--- config.mk ---
export PLATFORM = sky130hd
export DESIGN_NAME = alu_mdu
export DESIGN_NICKNAME = d
export VERILOG_FILES = /design/src/rtl/cpu_pkg.sv /design/src/rtl/mdu_div_iter.sv /design/src/rtl/alu_mdu.sv
export SDC_FILE = /design/constraint.sdc
export NUM_CORES = 2
export LEC_CHECK = 0
export CAP_MARGIN = 10
export CORE_MARGIN = 4
export CORE_UTILIZATION = 55
export CTS_CLUSTER_DIAMETER = 40
export DETAILED_ROUTE_END_ITERATION = 8
export PLACE_DENSITY = 0.69
export SLEW_MARGIN = 20
export SYNTH_ARGS = -nofsm -noshare
export SYNTH_HDL_FRONTEND = slang
export SYNTH_SLANG_ARGS = --single-unit
export TNS_END_PERCENT = 5
--- constraint.sdc ---
create_clock -name clk -period 17.35 [get_ports clk]
set_input_delay 3.47 -clock clk [delete_from_list [all_inputs] [get_ports clk]]
set_output_delay 3.47 -clock clk [all_outputs]
set_load 0.02 [all_outputs]
--- src/rtl/cpu_pkg.sv ---
// Shared execute-stage types and sizing helpers for the multiply/divide unit.
package cpu_pkg;

   typedef enum logic [1:0] {
      MDU_MULT  = 2'd0,
      MDU_MULTU = 2'd1,
      MDU_DIV   = 2'd2,
      MDU_DIVU  = 2'd3
   } mdu_op_t;

   localparam int unsigned MDU_MUL_LAT_MAX = 8;
   localparam int unsigned MDU_MUL_CNT_W   = $clog2(MDU_MUL_LAT_MAX + 1);

   // Width of a counter that must hold the values 0..width inclusive.
   function automatic int unsigned mdu_iter_cnt_w(input int unsigned width);
      return $clog2(width + 1);
   endfunction

endpackage

--- src/rtl/mdu_div_iter.sv ---
// Radix-2 restoring divider datapath: magnitude conversion on load, one quotient
// bit per cycle (the first bit is produced by the load cycle itself), sign fix on output.
module mdu_div_iter
   import cpu_pkg::*;
#(
   parameter int unsigned WIDTH = 32
) (
   input  logic             clk,
   input  logic             rst,
   input  logic             load,
   input  logic             run,
   input  logic             signed_mode,
   input  logic [WIDTH-1:0] a,
   input  logic [WIDTH-1:0] b,
   output logic             last_c,
   output logic [WIDTH-1:0] quo_c,
   output logic [WIDTH-1:0] rem_c
);

   localparam int unsigned CNT_W = mdu_iter_cnt_w(WIDTH);

   logic [WIDTH-1:0] a_mag, b_mag;
   logic [WIDTH-1:0] rem_q, quo_q, dvs_q;
   logic [WIDTH-1:0] rem_in, quo_in, dvs_in;
   logic [WIDTH-1:0] rem_nx, quo_nx;
   logic [WIDTH:0]   rem_sh, diff;
   logic             neg_quo_q, neg_rem_q;
   logic [CNT_W-1:0] cnt_q;
   logic             step;

   always_comb begin
      a_mag = (signed_mode && a[WIDTH-1]) ? -a : a;
      b_mag = (signed_mode && b[WIDTH-1]) ? -b : b;
   end

   // One restoring step; on load it starts from a zero remainder and |a|.
   always_comb begin
      rem_in = load ? '0    : rem_q;
      quo_in = load ? a_mag : quo_q;
      dvs_in = load ? b_mag : dvs_q;
      rem_sh = {rem_in, quo_in[WIDTH-1]};
      diff   = rem_sh - {1'b0, dvs_in};
      if (!diff[WIDTH]) begin
         rem_nx = diff[WIDTH-1:0];
         quo_nx = {quo_in[WIDTH-2:0], 1'b1};
      end else begin
         rem_nx = rem_sh[WIDTH-1:0];
         quo_nx = {quo_in[WIDTH-2:0], 1'b0};
      end
   end

   assign step = run && (cnt_q < CNT_W'(WIDTH));

   always_ff @(posedge clk) begin
      if (load) begin
         rem_q     <= rem_nx;
         quo_q     <= quo_nx;
         dvs_q     <= b_mag;
         neg_quo_q <= signed_mode && (a[WIDTH-1] ^ b[WIDTH-1]);
         neg_rem_q <= signed_mode && a[WIDTH-1];
      end else if (step) begin
         rem_q <= rem_nx;
         quo_q <= quo_nx;
      end
   end

   always_ff @(posedge clk) begin
      if (rst)       cnt_q <= '0;
      else if (load) cnt_q <= CNT_W'(1);
      else if (step) cnt_q <= cnt_q + CNT_W'(1);
   end

   assign last_c = (cnt_q == CNT_W'(WIDTH));
   assign quo_c  = neg_quo_q ? -quo_q : quo_q;
   assign rem_c  = neg_rem_q ? -rem_q : rem_q;

endmodule

--- src/rtl/alu_mdu.sv ---
// Multi-cycle multiply/divide unit producing HI/LO with a start/busy/done
// handshake and flush; the multiplier and control FSM live here.
module alu_mdu
   import cpu_pkg::*;
#(
   parameter int unsigned WIDTH   = 32,
   parameter int unsigned MUL_LAT = 3
) (
   input  logic             clk,
   input  logic             rst,
   input  logic             start,
   input  mdu_op_t          op,
   input  logic [WIDTH-1:0] a,
   input  logic [WIDTH-1:0] b,
   input  logic             flush,
   output logic             busy,
   output logic             done,
   output logic [WIDTH-1:0] hi,
   output logic [WIDTH-1:0] lo,
   output logic             div_by_zero
);

   typedef enum logic [1:0] {
      ST_IDLE = 2'd0,
      ST_MUL  = 2'd1,
      ST_DIV  = 2'd2
   } state_t;

   state_t                   state, state_n;
   logic                     done_n, dbz_n;
   logic [WIDTH-1:0]         hi_n, lo_n;
   logic                     accept, div_load;
   mdu_op_t                  op_q;
   logic [WIDTH-1:0]         a_q, b_q;
   logic [MDU_MUL_CNT_W-1:0] mul_cnt;

   logic                     mul_signed;
   logic [WIDTH-1:0]         ma, mb;
   logic [2*WIDTH-1:0]       ma_x, mb_x, prod;

   logic                     div_run, div_signed, div_last_c;
   logic [WIDTH-1:0]         div_quo_c, div_rem_c;

   // Single multiplier; fed straight from the ports while idle so MUL_LAT=1 works.
   always_comb begin
      if (state == ST_IDLE) begin
         ma         = a;
         mb         = b;
         mul_signed = (op == MDU_MULT);
      end else begin
         ma         = a_q;
         mb         = b_q;
         mul_signed = (op_q == MDU_MULT);
      end
      ma_x = mul_signed ? {{WIDTH{ma[WIDTH-1]}}, ma} : {{WIDTH{1'b0}}, ma};
      mb_x = mul_signed ? {{WIDTH{mb[WIDTH-1]}}, mb} : {{WIDTH{1'b0}}, mb};
      prod = ma_x * mb_x;
   end

   assign div_run    = (state == ST_DIV);
   assign div_signed = (op == MDU_DIV);

   mdu_div_iter #(.WIDTH(WIDTH)) u_div (
      .clk         (clk),
      .rst         (rst),
      .load        (div_load),
      .run         (div_run),
      .signed_mode (div_signed),
      .a           (a),
      .b           (b),
      .last_c      (div_last_c),
      .quo_c       (div_quo_c),
      .rem_c       (div_rem_c)
   );

   // Next state and next output values; flush always wins over completion.
   always_comb begin
      state_n  = state;
      done_n   = 1'b0;
      hi_n     = hi;
      lo_n     = lo;
      dbz_n    = div_by_zero;
      accept   = 1'b0;
      div_load = 1'b0;
      case (state)
         ST_IDLE: begin
            if (start && !flush) begin
               accept = 1'b1;
               if (!op[1]) begin
                  if (MUL_LAT == 1) begin
                     done_n = 1'b1;
                     hi_n   = prod[2*WIDTH-1:WIDTH];
                     lo_n   = prod[WIDTH-1:0];
                     dbz_n  = 1'b0;
                  end else begin
                     state_n = ST_MUL;
                  end
               end else if (b == '0) begin
                  done_n = 1'b1;
                  hi_n   = a;
                  lo_n   = '1;
                  dbz_n  = 1'b1;
               end else begin
                  div_load = 1'b1;
                  state_n  = ST_DIV;
               end
            end
         end
         ST_MUL: begin
            if (flush) begin
               state_n = ST_IDLE;
            end else if (mul_cnt == MDU_MUL_CNT_W'(MUL_LAT - 1)) begin
               state_n = ST_IDLE;
               done_n  = 1'b1;
               hi_n    = prod[2*WIDTH-1:WIDTH];
               lo_n    = prod[WIDTH-1:0];
               dbz_n   = 1'b0;
            end
         end
         ST_DIV: begin
            if (flush) begin
               state_n = ST_IDLE;
            end else if (div_last_c) begin
               state_n = ST_IDLE;
               done_n  = 1'b1;
               hi_n    = div_rem_c;
               lo_n    = div_quo_c;
               dbz_n   = 1'b0;
            end
         end
         default: state_n = ST_IDLE;
      endcase
   end

   always_ff @(posedge clk) begin
      if (rst) begin
         state       <= ST_IDLE;
         busy        <= 1'b0;
         done        <= 1'b0;
         hi          <= '0;
         lo          <= '0;
         div_by_zero <= 1'b0;
      end else begin
         state       <= state_n;
         busy        <= (state_n != ST_IDLE);
         done        <= done_n;
         hi          <= hi_n;
         lo          <= lo_n;
         div_by_zero <= dbz_n;
      end
   end

   always_ff @(posedge clk) begin
      if (accept) begin
         op_q <= op;
         a_q  <= a;
         b_q  <= b;
      end
   end

   always_ff @(posedge clk) begin
      if (rst)                  mul_cnt <= '0;
      else if (accept)          mul_cnt <= MDU_MUL_CNT_W'(1);
      else if (state == ST_MUL) mul_cnt <= mul_cnt + MDU_MUL_CNT_W'(1);
   end

endmodule

# After elaboration in Yosys (flattened, before gate mapping)
# Index checks and enable logic that the tools add are counted.
classes:
  addsub: 7
  n_mul: 1
  order_cmp: 1
  n_eq_ne: 12
  n_mux: 68
  bitwise_logic: 1
  n_reduce_logical: 17
op_table:
  columns: ["op", "n"]
  rows:
  - ["32-bit two-way mux", 28]
  - ["32-bit case mux with 3 select lines", 2]
  - ["64-bit two-way mux", 2]
  - ["32-bit negator", 4]
  - ["64-bit by 64-bit multiplier with 64-bit output", 1]
  - ["33-bit by 32-bit subtractor with 33-bit output", 1]
  - ["32-bit logical NOT", 1]
  - ["1-bit two-way mux", 26]
  - ["2-bit two-way mux", 7]
  - ["2-bit != test (second input constant)", 5]
  - ["8-bit AND reduction", 1]
  - ["6-bit by 1-bit adder with 6-bit output (second input constant)", 1]
  - ["6-bit == test (second input constant)", 1]
  - ["2-bit logical NOT", 3]
  - ["6-bit less-than comparator (second input constant)", 1]
  - ["1-bit case mux with 3 select lines", 2]
  - ["2-bit case mux with 3 select lines", 1]
  - ["2-bit nonzero test", 3]
  - ["1-bit logical AND", 5]
  - ["4-bit by 1-bit adder with 4-bit output (second input constant)", 1]
  - ["2-bit == test (second input constant)", 2]
  - ["4-bit by 2-bit == test with 1-bit output (second input constant)", 1]
  - ["2-bit by 1-bit != test with 1-bit output (second input constant)", 2]
  - ["2-bit OR reduction", 2]
  - ["other kinds (4)", 4]
word_totals:
  ff_bits: 243
  input_bits: 70
  output_inout_bits: 67
  wordCells: 125

# Depth between registers and ports, before layout
depth:
  ltp_word: 10
  depth_mapped: 40
  depth_no_buf: 37

# By module
# Synthesis repeated with hierarchy kept, for this count alone.
hier_totals:
  cells_unflattened: 6792
  area_unflattened_um2: 62324.8
by_module_without_submodules:
  columns: ["mod", "n_inst", "cells_per_inst", "area_per_inst_um2", "seq_area_each_um2"]
  rows:
  - ["alu_mdu", 1, 5767, 53610.2, 3443.3]
  - ["mdu_div_iter", 1, 1025, 8714.6, 2742.6]

# Worst setup path after synthesis
# OpenSTA, ideal clock, no wires.
synth_timing:
  kind: "in2reg"
  start: "in a[31]"
  end: "reg hi[29]"
  setup_time_ns: 0.101
  arrival_time_ns: 12.488
  required_time_ns: 17.249
  path_slack_ns: 4.761
  stages: 33
  n_path_buf: 2
  path_cell_list: "clkbuf_1 mux2i_1 nor2_1 clkbuf_1 nand2_1 inv_1 fa_1 inv_1 fa_1 inv_1 fa_1 inv_1 fa_1 inv_1 fa_1 fa_1 fa_1 fa_1 fa_1 inv_1 fa_1 inv_1 ha_1 a21oi_1 nand2_1 a41oi_1 o21bai_1 a311o_1 a21oi_1 a21bo_2 a2111o_1 and3_1 o41ai_1"
synth_via:
  elab_chain_cells: 6
synth_lines:
  columns: ["element", "line", "rtl"]
  rows:
  - ["start: declaration", "alu_mdu.sv:13", "input logic [WIDTH-1:0] a,"]
  - ["32-bit two-way mux", "alu_mdu.sv:46", "if (state == ST_IDLE) begin"]
  - ["64-bit two-way mux", "alu_mdu.sv:55", "ma_x = mul_signed ? {{WIDTH{ma[WIDTH-1]}}, ma} : {{WIDTH{1'b0}}, ma};"]
  - ["64-bit by 64-bit multiplier with 64-bit output", "alu_mdu.sv:57", "prod = ma_x * mb_x;"]
  - ["32-bit two-way mux", "alu_mdu.sv:112", "end else if (mul_cnt == MDU_MUL_CNT_W'(MUL_LAT - 1)) begin"]
  - ["32-bit two-way mux", "alu_mdu.sv:110", "if (flush) begin"]
  - ["32-bit case mux with 3 select lines", "alu_mdu.sv:85", "case (state)"]
  - ["end signal: assignment", "alu_mdu.sv:147", "hi <= hi_n;"]
  - ["end: declaration", "alu_mdu.sv:18", "output logic [WIDTH-1:0] hi,"]
# No other way between the ends. The select of a mux whose other input is x is not followed.
# A chain may end at the register's enable or synchronous reset.

# Worst setup path in the final report
layout_timing:
  start: "in b[31]"
  end: "reg hi[29]"
layout_via:
  elab_chain_cells: 6
  elab_cells_between_ends: 9
  classes_between: "mul (1); eq/ne (1); mux (5); reduce/logical (2)"
layout_lines:
  columns: ["element", "line", "rtl"]
  rows:
  - ["start: declaration", "alu_mdu.sv:14", "input logic [WIDTH-1:0] b,"]
  - ["32-bit two-way mux", "alu_mdu.sv:46", null]
  - ["64-bit two-way mux", "alu_mdu.sv:56", "mb_x = mul_signed ? {{WIDTH{mb[WIDTH-1]}}, mb} : {{WIDTH{1'b0}}, mb};"]
  - ["64-bit by 64-bit multiplier with 64-bit output", "alu_mdu.sv:57", null]
  - ["32-bit two-way mux", "alu_mdu.sv:112", null]
  - ["32-bit two-way mux", "alu_mdu.sv:110", null]
  - ["32-bit case mux with 3 select lines", "alu_mdu.sv:85", null]
# Several ways; a longest one is shown, not always the timed one. The select of a mux whose other input is x is not followed.

==> PnR_summary.wiki <==
{| class="wikitable"
! Metric !! Value
|-
| Combinational family with the most area after synthesis || adder cells
|-
| Number of rows in the core area || 122
|-
| Crit path arrival time || roughly 14 ns
|-
| Max transition margin || about 24%
|-
| GP Congestion || 0.9680
|-
| Routed wire length || between 150,000 and 200,000 µm
|-
| Leading area contributor after synthesis || fa_1
|-
| Top sig layer || met4
|-
| Outcome || completed
|-
| XOR/XNOR share of the synthesized area || around 3.7%
|-
| Launch instance of the worst register-to-register path || state[0]
|-
| Wire length on met3 || 18,830 µm
|-
| Net total in the final layout || about 8.5k
|-
| Final max-slew violation count || 0
|-
| Crit path launch || b[31]
|-
| Setup-violating endpoint count in the final report || 0
|-
| Path class of the lowest-slack min-delay path || reg -> reg
|-
| Wirelength per Cell || between 20 and 25 µm
|-
| Number of register bits inferred by synthesis || roughly 240
|-
| CP endpoint kind || register
|-
| Count of cell types in the netlist || slightly below 80
|-
| CP startpoint kind || primary input
|-
| Overall die area || about 0.12 mm²
|-
| Multiplexer share of the synthesized area || 2.163%
|-
| Required time worst endpoint || 17.79 ns
|-
| Total number of H-tree levels || 2
|-
| Count of boundary I/O pins || 137
|-
| Register-to-register setup slack || 4.90 ns
|-
| Synth area leaders || fa_1, inv_1, ha_1
|-
| Fmax || 0.07149 GHz
|-
| Number of hold-slack violations in the final timing report || 0
|-
| Max Root-Sink Buffers || 3
|-
| Num Clock Sinks || ~240
|-
| Post-synthesis share of cell area spent on full adders, half adders and majority gates || around 53%
|-
| Global-route wire length before repair || 302,800 µm
|-
| Hold-fix buffer count after cts || 0
|-
| Number of enable-type register cells in the synthesized netlist || between 100 and 150
|-
| Initial antenna violation count || 10
|-
| DR DRC count || 0
|-
| Largest net degree at the start of global routing || 96
|-
| Starting DRC count in detailed routing || approximately 4.8k
|-
| Floorplan die width || approximately 340 µm
|-
| Post-Syn Nets || 8,565
|-
| Share of cells above drive strength 1 || 4.537%
|-
| Fraction of post-synthesis cell area in the top cell type by area || 46.22%
|-
| Proportion of synthesized flip-flops having asynchronous set or reset || 0%
|-
| Crit path top cell by count || fa_1
|-
| Slew @ Worst Pin || 1.115 ns
|-
| Total vias in the final route || 47.49k
|-
| Vert. Die Dim || between 300 and 400 µm
|-
| Port Buffers || 136
|-
| Clock latency reported for the late side of the worst-skew pair || 0.56 ns
|-
| Cts bufs inserted || 42
|-
| MaxCap Viol Count || 0
|-
| Gates resized, CTS repair || 0
|-
| Number of setup buffers added after CTS || 0
|-
| DP HPWL || approximately 160,000 µm
|-
| Core area || 0.1108 mm²
|-
| Number of global-route vias before repair || ~50k
|-
| Syn Inst Count || around 6.7k
|-
| Most used cells in the layout excluding fill and tap cells || inv_1, fa_1, nor2_1
|-
| Congestion Overflow GR || 0
|-
| Drt via density || approximately 5.8
|-
| Min-delay src || hi[2]
|-
| Slowest library cell on the worst path || nor3_1
|-
| Synthesized area per cell || approximately 9 µm²
|-
| Worst setup path class || in -> reg
|-
| Netlist area before placement || approximately 0.062 mm²
|-
| TritonCTS clock tree || done
|-
| Final critical-path required period || ~14 ns
|-
| Fraction of the mapped netlist area in compound gates || 7.328%
|-
| Number of iterations in the first detailed-routing pass || 6
|-
| Most common library cell in the layout ignoring fill and taps || inv_1
|-
| Clk pin slew, worst setup/hold paths || 0.06 ns
|-
| Count of yosys warnings during synthesis || 0
|-
| Wl on met1 || roughly 75,000 µm
|-
| Unrepaired setup endpoints after global routing || no
|-
| Final period utilization || 80.62%
|-
| CTS Root Buffer Type || clkbuf_16
|-
| Clock skew after layout || 0.03774 ns
|-
| Global Route Usage Sum || between 30% and 40%
|-
| Primary flip-flop cell chosen by synthesis mapping || edfxtp_1
|-
| Synth Area in Simple Gates || about an eighth
|-
| Routed length on met2 || 88,530 µm
|-
| Layout Area Growth over Synthesis || 7.554%
|-
| Initial cell density of the core || a little under three fifths
|-
| Sequential fraction of the synthesis area || between 10% and 20%
|-
| Antenna Nets Post-Route || 0
|-
| Largest stage delay on the critical path || 0.94 ns
|-
| Critical Path Fanout Max || 23
|-
| Setup TNS || 0 ns
|}
==> cell usage after synthesis (22+ instances only) <==
cell / n
fa_1: 1420
buf_1: 24
o21ai_0: 154
a31oi_1: 24
inv_1: 1583
nand2_1: 692
xnor2_1: 185
a211oi_1: 29
dfxtp_1: 111
nor2_1: 768
clkbuf_1: 258
ha_1: 352
mux2_2: 63
and2_1: 22
xor2_1: 75
a21o_1: 63
nor2b_1: 41
and3_1: 23
a221oi_1: 36
nand2b_1: 28
o41ai_1: 26
o31ai_1: 37
edfxtp_1: 132
mux2i_1: 62
nand3_1: 38
a21oi_1: 186
nor3_1: 59
==> layout make-up <==
type / count / area [µm²]
Clock buffer: 53 / 1197
Multi-Input combinational cell: 4596 / 48640
Antenna cell: 7 / 17.52
Timing Repair Buffer: 223 / 2037
Tap cell: 1488 / 1862
Sequential cell: 243 / 6186
Clock inverter: 24 / 267.8
Fill cell: 9704 / 44670
Inverter: 1583 / 5944
==> worst max-delay path, delay by kind of cell <==
kind / cells / cell delay (ns)
compound gates: 10 / 2.46
simple gates: 3 / 1.87
fa+ha+maj: 10 / 4.59
buf+inv: 6 / 1.40
mux: 1 / 0.59
==> registers in the layout, summed over array words and instances (netlist names) <==
name / count
a_q: 32
b_q: 32
busy: 1
div_by_zero: 1
done: 1
hi: 32
lo: 32
mul_cnt: 4
op_q: 2
state: 2
u_div.cnt_q: 6
u_div.dvs_q: 32
u_div.neg_quo_q: 1
u_div.neg_rem_q: 1
u_div.quo_q: 32
u_div.rem_q: 32
==> logic make-up after synthesis <==
logic type,Yosys count
AO/OA/AOI/OAI,684
XOR/XNOR,260
adder cells (fa/ha/maj),1772
buffers and inverters,1884
flip-flops,243
multiplexers,125
AND/OR/NAND/NOR,1755
==> per-stage QoR <==
stage	setup slack, ns	util (%)	hold slack, ns	instances	instance area (µm²)
6_report	3.362	59.69	0.4549	8217	66150
5_1_grt	3.020	59.68	0.4826	8214	66140
3_3_place_gp	3.133	58.31	0.4431	8131	64620
3_5_place_dp	3.051	58.31	0.4470	8131	64620
4_1_cts	3.590	59.63	0.4551	8208	66080
2_1_floorplan	4.761	-	0.4426	6723	61500
==> path summary, 6_finish.rpt <==
kind	to	cells past startpoint
worst max-delay path	hi[29]	30
worst min-delay path	hi[2]	2
worst max register to register	hi[29]	32
worst min register to register	hi[2]	2
==> layer usage <==
| layer | global-route usage [%] | vias to the layer above |
|---|---|---|
| met2 | 53.43 | 2311 |
| met5 | 0 | - |
| li1 | - | 20260 |
| met4 | 19.28 | 0 |
| met3 | 6.382 | 574 |
| met1 | 46.12 | 24340 |
Power is left out: the tool's default activity adds up to more than one toggle a clock period on the data nets, which glitch-free logic cannot reach.
